`config.mk`:
```
export PLATFORM = sky130hd
export DESIGN_NAME = if_stage_flat
export DESIGN_NICKNAME = d
export VERILOG_FILES = /design/src/rtl/rv_pkg.sv /design/src/rtl/if_stage_if.sv /design/src/rtl/if_stage_if_id_reg.sv /design/src/rtl/if_stage.sv /design/src/flat_wrapper.sv
export SDC_FILE = /design/constraint.sdc
export NUM_CORES = 1
export LEC_CHECK = 0
export ABC_AREA = 1
export BUFFER_PORTS_ARGS = -buffer_cell sky130_fd_sc_hd__buf_2
export CORE_AREA = 2 2 145 176
export CTS_BUF_LIST = sky130_fd_sc_hd__clkbuf_2
export DETAILED_ROUTE_END_ITERATION = 16
export DIE_AREA = 0 0 147 178
export GPL_ROUTABILITY_DRIVEN = 0
export PLACE_DENSITY = 0.71
export SLEW_MARGIN = 20
export SYNTH_ARGS = -nofsm -noshare
export SYNTH_HDL_FRONTEND = slang
export SYNTH_SLANG_ARGS = --single-unit
```
`constraint.sdc`:
```
create_clock -name clk -period 9.8 [get_ports clk]
set_input_delay 1.96 -clock clk [delete_from_list [all_inputs] [get_ports clk]]
set_output_delay 1.96 -clock clk [all_outputs]
set_load 0.01 [all_outputs]
```
`src/rtl/rv_pkg.sv`:
```
// rtl/rv_pkg.sv - shared RV32I pipeline types and constants
package rv_pkg;

  localparam int XLEN = 32;
  localparam logic [XLEN-1:0] NOP_INSTR = 32'h0000_0013;

  typedef enum logic [1:0] {
    FETCH = 2'd0,
    WAIT  = 2'd1,
    HOLD  = 2'd2,
    DROP  = 2'd3
  } fetch_state_e;

  typedef struct packed {
    logic [XLEN-1:0] instruction;
    logic [XLEN-1:0] PC;
    logic [XLEN-1:0] PC_plus_4;
    logic            valid;
  } if_id_t;

endpackage

```
`src/rtl/if_stage_if.sv`:
```
// rtl/if_stage_if.sv - instruction memory request/response channel
interface if_stage_if #(
  parameter int DATA_WIDTH = 32,
  parameter int ADDR_WIDTH = 32
);

  logic                  imem_req_valid;
  logic                  imem_req_ready;
  logic [ADDR_WIDTH-1:0] imem_req_addr;
  logic                  imem_rsp_valid;
  logic [DATA_WIDTH-1:0] imem_rsp_data;

  modport master (
    output imem_req_valid,
    output imem_req_addr,
    input  imem_req_ready,
    input  imem_rsp_valid,
    input  imem_rsp_data
  );

  modport slave (
    input  imem_req_valid,
    input  imem_req_addr,
    output imem_req_ready,
    output imem_rsp_valid,
    output imem_rsp_data
  );

endinterface

```
`src/rtl/if_stage_if_id_reg.sv`:
```
// rtl/if_stage_if_id_reg.sv - IF/ID pipeline register with load/bubble/hold
module if_id_reg
  import rv_pkg::*;
(
  input  logic   clk,
  input  logic   rst,
  input  logic   load,
  input  logic   bubble,
  input  if_id_t d,
  output if_id_t q
);

  if_id_t id_q, id_d;

  // Load wins over bubble; a bubble keeps PC fields so decode sees stable addresses.
  always_comb begin
    id_d = id_q;
    if (load) begin
      id_d = d;
    end else if (bubble) begin
      id_d.instruction = NOP_INSTR;
      id_d.valid       = 1'b0;
    end
  end

  // Register state, cleared straight to an invalid NOP on reset.
  always_ff @(posedge clk or posedge rst) begin
    if (rst) begin
      id_q <= '{instruction: NOP_INSTR, PC: '0, PC_plus_4: '0, valid: 1'b0};
    end else begin
      id_q <= id_d;
    end
  end

  assign q = id_q;

endmodule

```
`src/rtl/if_stage.sv`:
```
// rtl/if_stage.sv - RV32I instruction fetch stage with one outstanding request
module if_stage
  import rv_pkg::*;
#(
  parameter int              DATA_WIDTH = 32,
  parameter int              ADDR_WIDTH = 32,
  parameter logic [31:0]     RESET_PC   = 32'h0000_0000
) (
  input  logic                  clk,
  input  logic                  rst,
  if_stage_if.master            imem,
  input  logic                  stall,
  input  logic                  redirect_valid,
  input  logic [ADDR_WIDTH-1:0] redirect_pc,
  output logic [DATA_WIDTH-1:0] instruction,
  output logic [ADDR_WIDTH-1:0] PC,
  output logic [ADDR_WIDTH-1:0] PC_plus_4,
  output logic                  if_valid
);

  fetch_state_e          state_q, state_d;
  logic [ADDR_WIDTH-1:0] pc_q, pc_d;
  logic [ADDR_WIDTH-1:0] fetch_pc_q, fetch_pc_d;
  if_id_t                hold_q, hold_d;
  if_id_t                rsp_entry;
  if_id_t                id_data;
  if_id_t                id_q;
  logic                  id_load;
  logic                  id_bubble;
  logic                  handshake;

  assign imem.imem_req_valid = (state_q == FETCH) && !rst;
  assign imem.imem_req_addr  = pc_q;

  // Fetch FSM, PC sequencing and IF/ID control; redirect overrides everything else.
  always_comb begin
    state_d    = state_q;
    pc_d       = pc_q;
    fetch_pc_d = fetch_pc_q;
    hold_d     = hold_q;
    id_load    = 1'b0;
    id_data    = hold_q;
    handshake  = (state_q == FETCH) && imem.imem_req_ready;
    rsp_entry  = '{instruction: imem.imem_rsp_data, PC: fetch_pc_q,
                   PC_plus_4: fetch_pc_q + ADDR_WIDTH'(4), valid: 1'b1};

    case (state_q)
      FETCH: begin
        if (handshake) begin
          fetch_pc_d = pc_q;
          pc_d       = pc_q + ADDR_WIDTH'(4);
          state_d    = WAIT;
        end
      end
      WAIT: begin
        if (imem.imem_rsp_valid) begin
          if (stall) begin
            hold_d  = rsp_entry;
            state_d = HOLD;
          end else begin
            id_load = 1'b1;
            id_data = rsp_entry;
            state_d = FETCH;
          end
        end
      end
      HOLD: begin
        if (!stall) begin
          id_load = 1'b1;
          id_data = hold_q;
          state_d = FETCH;
        end
      end
      DROP: begin
        if (imem.imem_rsp_valid) begin
          state_d = FETCH;
        end
      end
      default: state_d = FETCH;
    endcase

    if (redirect_valid) begin
      pc_d    = redirect_pc & ~ADDR_WIDTH'(3);
      id_load = 1'b0;
      hold_d  = hold_q;
      if (state_q == FETCH) begin
        state_d = handshake ? DROP : FETCH;
      end else if (state_q == HOLD) begin
        state_d = FETCH;
      end else begin
        state_d = imem.imem_rsp_valid ? FETCH : DROP;
      end
    end

    id_bubble = !id_load && (!stall || redirect_valid);
  end

  // State, PC, in-flight PC and stall hold buffer.
  always_ff @(posedge clk or posedge rst) begin
    if (rst) begin
      state_q    <= FETCH;
      pc_q       <= ADDR_WIDTH'(RESET_PC);
      fetch_pc_q <= '0;
      hold_q     <= '0;
    end else begin
      state_q    <= state_d;
      pc_q       <= pc_d;
      fetch_pc_q <= fetch_pc_d;
      hold_q     <= hold_d;
    end
  end

  if_id_reg u_if_id_reg (
    .clk    (clk),
    .rst    (rst),
    .load   (id_load),
    .bubble (id_bubble),
    .d      (id_data),
    .q      (id_q)
  );

  assign instruction = id_q.instruction;
  assign PC          = id_q.PC;
  assign PC_plus_4   = id_q.PC_plus_4;
  assign if_valid    = id_q.valid;

endmodule
```
`src/flat_wrapper.sv`:
```
// flat-port wrapper written by rule: the top's interface ports become plain ports
module if_stage_flat import rv_pkg::*;
#(
  parameter int              DATA_WIDTH = 32,
  parameter int              ADDR_WIDTH = 32,
  parameter logic [31:0]     RESET_PC   = 32'h0000_0000
)
  (clk, rst, stall, redirect_valid, redirect_pc, instruction, PC, PC_plus_4, if_valid, imem_imem_req_valid, imem_imem_req_addr, imem_imem_req_ready, imem_imem_rsp_valid, imem_imem_rsp_data);
  if_stage_if #(.DATA_WIDTH(DATA_WIDTH), .ADDR_WIDTH(ADDR_WIDTH)) imem_i ();
  input  logic clk;
  input  logic rst;
  input  logic stall;
  input  logic redirect_valid;
  input  logic [ADDR_WIDTH-1:0] redirect_pc;
  output logic [DATA_WIDTH-1:0] instruction;
  output logic [ADDR_WIDTH-1:0] PC;
  output logic [ADDR_WIDTH-1:0] PC_plus_4;
  output logic if_valid;
  output wire logic [$bits(imem_i.imem_req_valid)-1:0] imem_imem_req_valid;
  output wire logic [$bits(imem_i.imem_req_addr)-1:0] imem_imem_req_addr;
  input wire logic [$bits(imem_i.imem_req_ready)-1:0] imem_imem_req_ready;
  input wire logic [$bits(imem_i.imem_rsp_valid)-1:0] imem_imem_rsp_valid;
  input wire logic [$bits(imem_i.imem_rsp_data)-1:0] imem_imem_rsp_data;
  assign imem_imem_req_valid = imem_i.imem_req_valid;
  assign imem_imem_req_addr = imem_i.imem_req_addr;
  assign imem_i.imem_req_ready = imem_imem_req_ready;
  assign imem_i.imem_rsp_valid = imem_imem_rsp_valid;
  assign imem_i.imem_rsp_data = imem_imem_rsp_data;
  if_stage #(.DATA_WIDTH(DATA_WIDTH), .ADDR_WIDTH(ADDR_WIDTH), .RESET_PC(RESET_PC)) u_core (.clk(clk), .rst(rst), .imem(imem_i), .stall(stall), .redirect_valid(redirect_valid), .redirect_pc(redirect_pc), .instruction(instruction), .PC(PC), .PC_plus_4(PC_plus_4), .if_valid(if_valid));
endmodule
```
==> results.sh <==
export IMPL_path_max_fanout=2
export IMPL_grt_setup_unrepaired="no"
export IMPL_async_reset_ff_frac=1.00
export IMPL_clk_latency_ns=0.90
export IMPL_ys_flop_type="dfrtp_1"
export IMPL_clock_sinks=248
export IMPL_cts_hold_fix_buffers=0
export IMPL_multi_input_area_um2=5090
export IMPL_p_leak_nw=6.89
export IMPL_place_area_um2=13200
export IMPL_antenna_found_initial=1
export IMPL_cpMaxStageDelayCell="buf_2"
export IMPL_cts_tree="done"
export IMPL_firstDrtPassIters=5
export IMPL_cp_data_arrival_time_ns=2.32
export IMPL_wl_per_cell_um=14.9
export IMPL_irDropWorstVdd_mv=0.0914
export IMPL_cp_depth=3
export IMPL_utilization=0.559
export IMPL_post_cts_buffers=0
export IMPL_finalHoldViolations=0
export IMPL_final_nets=1849
export IMPL_track_usage=0.248
export IMPL_dp_hpwl_mm=21.3
export IMPL_p_per_area_nw_per_um2=245
export IMPL_ant_nets=0
export IMPL_grt_max_degree=136
export IMPL_sequentialPowerShare=0.504
export IMPL_synth_avg_cell_area_um2=7.64
export IMPL_synth_edff_count=0
export IMPL_hp_class="reg2reg"
export IMPL_routed_wl_mm=31.9
export IMPL_p_comb_frac=0.306
export IMPL_area_growth_pct=12.8
export IMPL_finalClockSkew_ns=0.0788
export IMPL_r2r_cells=9
export IMPL_final_common_cell="nand2_1"
export IMPL_crit_path_end="imem_imem_req_valid"
export IMPL_cts_buffers=59
export IMPL_maxSlewViolCount=0
export IMPL_pwr_share_clk=0.190
export IMPL_p_sw_frac=0.405
export IMPL_die_w_um=147
export IMPL_fillCellCount=2403
export IMPL_cts_reportedPaths_clkPinSlew_ns=0.09
export IMPL_worstReg2RegStart="u_core.state_q[1]$_DFFE_PP0P_"
export IMPL_status="complete, no violations"
export IMPL_min_period_ns=4.28
export IMPL_drc=0
export IMPL_fin_crit_sh=0.436
export IMPL_cp_end_kind="output pin"
export IMPL_cp_num_buf_inv=2
export IMPL_layout_common_cells="528 x nand2_1, 245 x dfrtp_1, 204 x nor2_1, 191 x buf_2, 159 x o21ai_0"
export IMPL_vias_per_cell=5.12
export IMPL_grt_pass1_wl_mm=53.0
export IMPL_grt_pass1_vias=10800
export IMPL_num_rows=63
export IMPL_drt_iter0_drc=851
export IMPL_worstReg2RegEnd="u_core.u_if_id_reg.q[18]$_DFFE_PP0P_"
export IMPL_critPathMostFrequentCell="buf_2"
export IMPL_dieArea_um2=26200
export IMPL_critPathTopFamily="buffers and inverters"
export IMPL_path_cells="buf_2 > nor2_1 > buf_2"
export IMPL_seq_area_frac_synth=0.513
export IMPL_die_y_um=178
export IMPL_io_buffers=191
export IMPL_ctsResizeCount=0
export IMPL_r2r_setup_slack_ns=6.84
export IMPL_crit_type="in2out"
export IMPL_dp_cells=2036
export IMPL_postLayoutCellArea_um2=13600
export IMPL_htree_levels=2
export IMPL_crit_required_ns=7.84
export IMPL_intPower_mw=1.99
export IMPL_tightest_slew_ns=1.01
export IMPL_cts_buffer_depth=3
export IMPL_root_buffer="clkbuf_2"
export IMPL_num_vias=10900
export IMPL_max_freq_mhz=234
export IMPL_yosys_warnings=0
export IMPL_fin_setup_tns_ns=0
export IMPL_synth_seq_cells=248
export IMPL_gr_total_overflow=0
export IMPL_layout_drive_gt1_share=0.182
export IMPL_slew_headroom=0.327
export IMPL_synth_area_um2=12100
export IMPL_p_switching_mw=1.36
export IMPL_whs_ns=0.471
export IMPL_seqCellArea_um2=6210
export IMPL_core_um2=24400
export IMPL_critPathMaxStageDelay_ns=0.13
export IMPL_cap_viol_max_count=0
export IMPL_syn_inst=1584
export IMPL_design_portCount=200
export IMPL_start_kind="input pin"
export IMPL_final_cells=2135
export IMPL_cp_startpoint="rst"
export IMPL_initial_core_util=0.495
export IMPL_netlist_cell_type_count=33
export IMPL_setup_viol=0
[power by group through the flow]
stage               combinational [mW]  sequential [mW]  clock [mW]
floorplan                        0.650             1.68           0
global placement                  1.00             1.68           0
detailed placement                1.03             1.70           0
CTS                               1.03             1.68       0.662
global route                      1.18             1.74       0.716
finish                            1.03             1.69       0.637
[how the worst min path moves through the flow]
stage                            startpoint                      endpoint  slack, ns  cells past startpoint
4_1_cts        u_core.hold_q[0]$_DFFE_PP0P_  u_core.hold_q[0]$_DFFE_PP0P_       0.47                      1
3_5_place_dp   u_core.hold_q[0]$_DFFE_PP0P_  u_core.hold_q[0]$_DFFE_PP0P_       0.45                      1
3_3_place_gp   u_core.hold_q[0]$_DFFE_PP0P_  u_core.hold_q[0]$_DFFE_PP0P_       0.45                      1
2_1_floorplan  u_core.hold_q[0]$_DFFE_PP0P_  u_core.hold_q[0]$_DFFE_PP0P_       0.43                      1
5_1_grt        u_core.hold_q[4]$_DFFE_PP0P_  u_core.hold_q[4]$_DFFE_PP0P_       0.51                      2
6_report       u_core.hold_q[0]$_DFFE_PP0P_  u_core.hold_q[0]$_DFFE_PP0P_       0.47                      1
[per-stage QoR]
| step | setup WS [ns] | power, mW |
|---|---|---|
| global placement | 5.04 | 2.68 |
| detailed placement | 5.05 | 2.72 |
| CTS | 5.52 | 3.37 |
| finish | 5.52 | 3.35 |
| floorplan | 1.03 | 2.33 |
| global route | 5.49 | 3.63 |
[Yosys cell counts (6+ instances only)]
master / count / area, µm²
a31oi_1: 12 / 75.1
ha_1: 7 / 87.6
xor2_1: 18 / 158
nand2_1: 528 / 1980
nor2_2: 12 / 75.1
inv_1: 105 / 394
buf_4: 11 / 82.6
dfrtp_1: 245 / 6130
nand3_1: 71 / 355
o21ai_1: 72 / 360
clkbuf_1: 36 / 135
buf_2: 27 / 135
o21ai_0: 159 / 796
a21oi_1: 25 / 125
nand2_2: 8 / 50.1
o211ai_1: 6 / 45.0
nor2_1: 204 / 766
[per-layer routing]
layer | share of wire | wire [µm] | GRT usage
met5 | 0 | 0 | 0
met4 | 0.033 | 1060 | 0.100
met3 | 0.072 | 2290 | 0.0535
met2 | 0.46 | 14800 | 0.408
met1 | 0.43 | 13800 | 0.323
[kinds of logic (layout without fill, tap and decap cells)]
logic type	count (synthesis)	count (layout)	share of synthesized area
simple gates	839	839	0.277
compound gates	280	280	0.120
flops	248	248	0.513
buf+inv	190	410	0.0683
xor+xnor	19	19	0.0138
fa+ha+maj	7	7	0.00724
other cells	1	7	0.000310
[flip-flops by register name (all words and copies together), names as in the netlist]
signal                     count
u_core.hold_q                 93
u_core.imem.imem_req_addr     30
u_core.fetch_pc_q             30
u_core.state_q                 2
u_core.u_if_id_reg.q          93
[final cells by class]
| class | instances | area share |
|---|---|---|
| flip-flops and latches | 248 | 0.455 |
| multi-input cells | 1151 | 0.373 |
| repair buffers | 201 | 0.0755 |
| clock buffers | 86 | 0.0315 |
| inverters | 111 | 0.0311 |
| well taps | 325 | 0.0298 |
| clock inverters | 12 | 0.00394 |
| diodes | 1 | 0.000183 |
(Power assumes the default switching activity.)
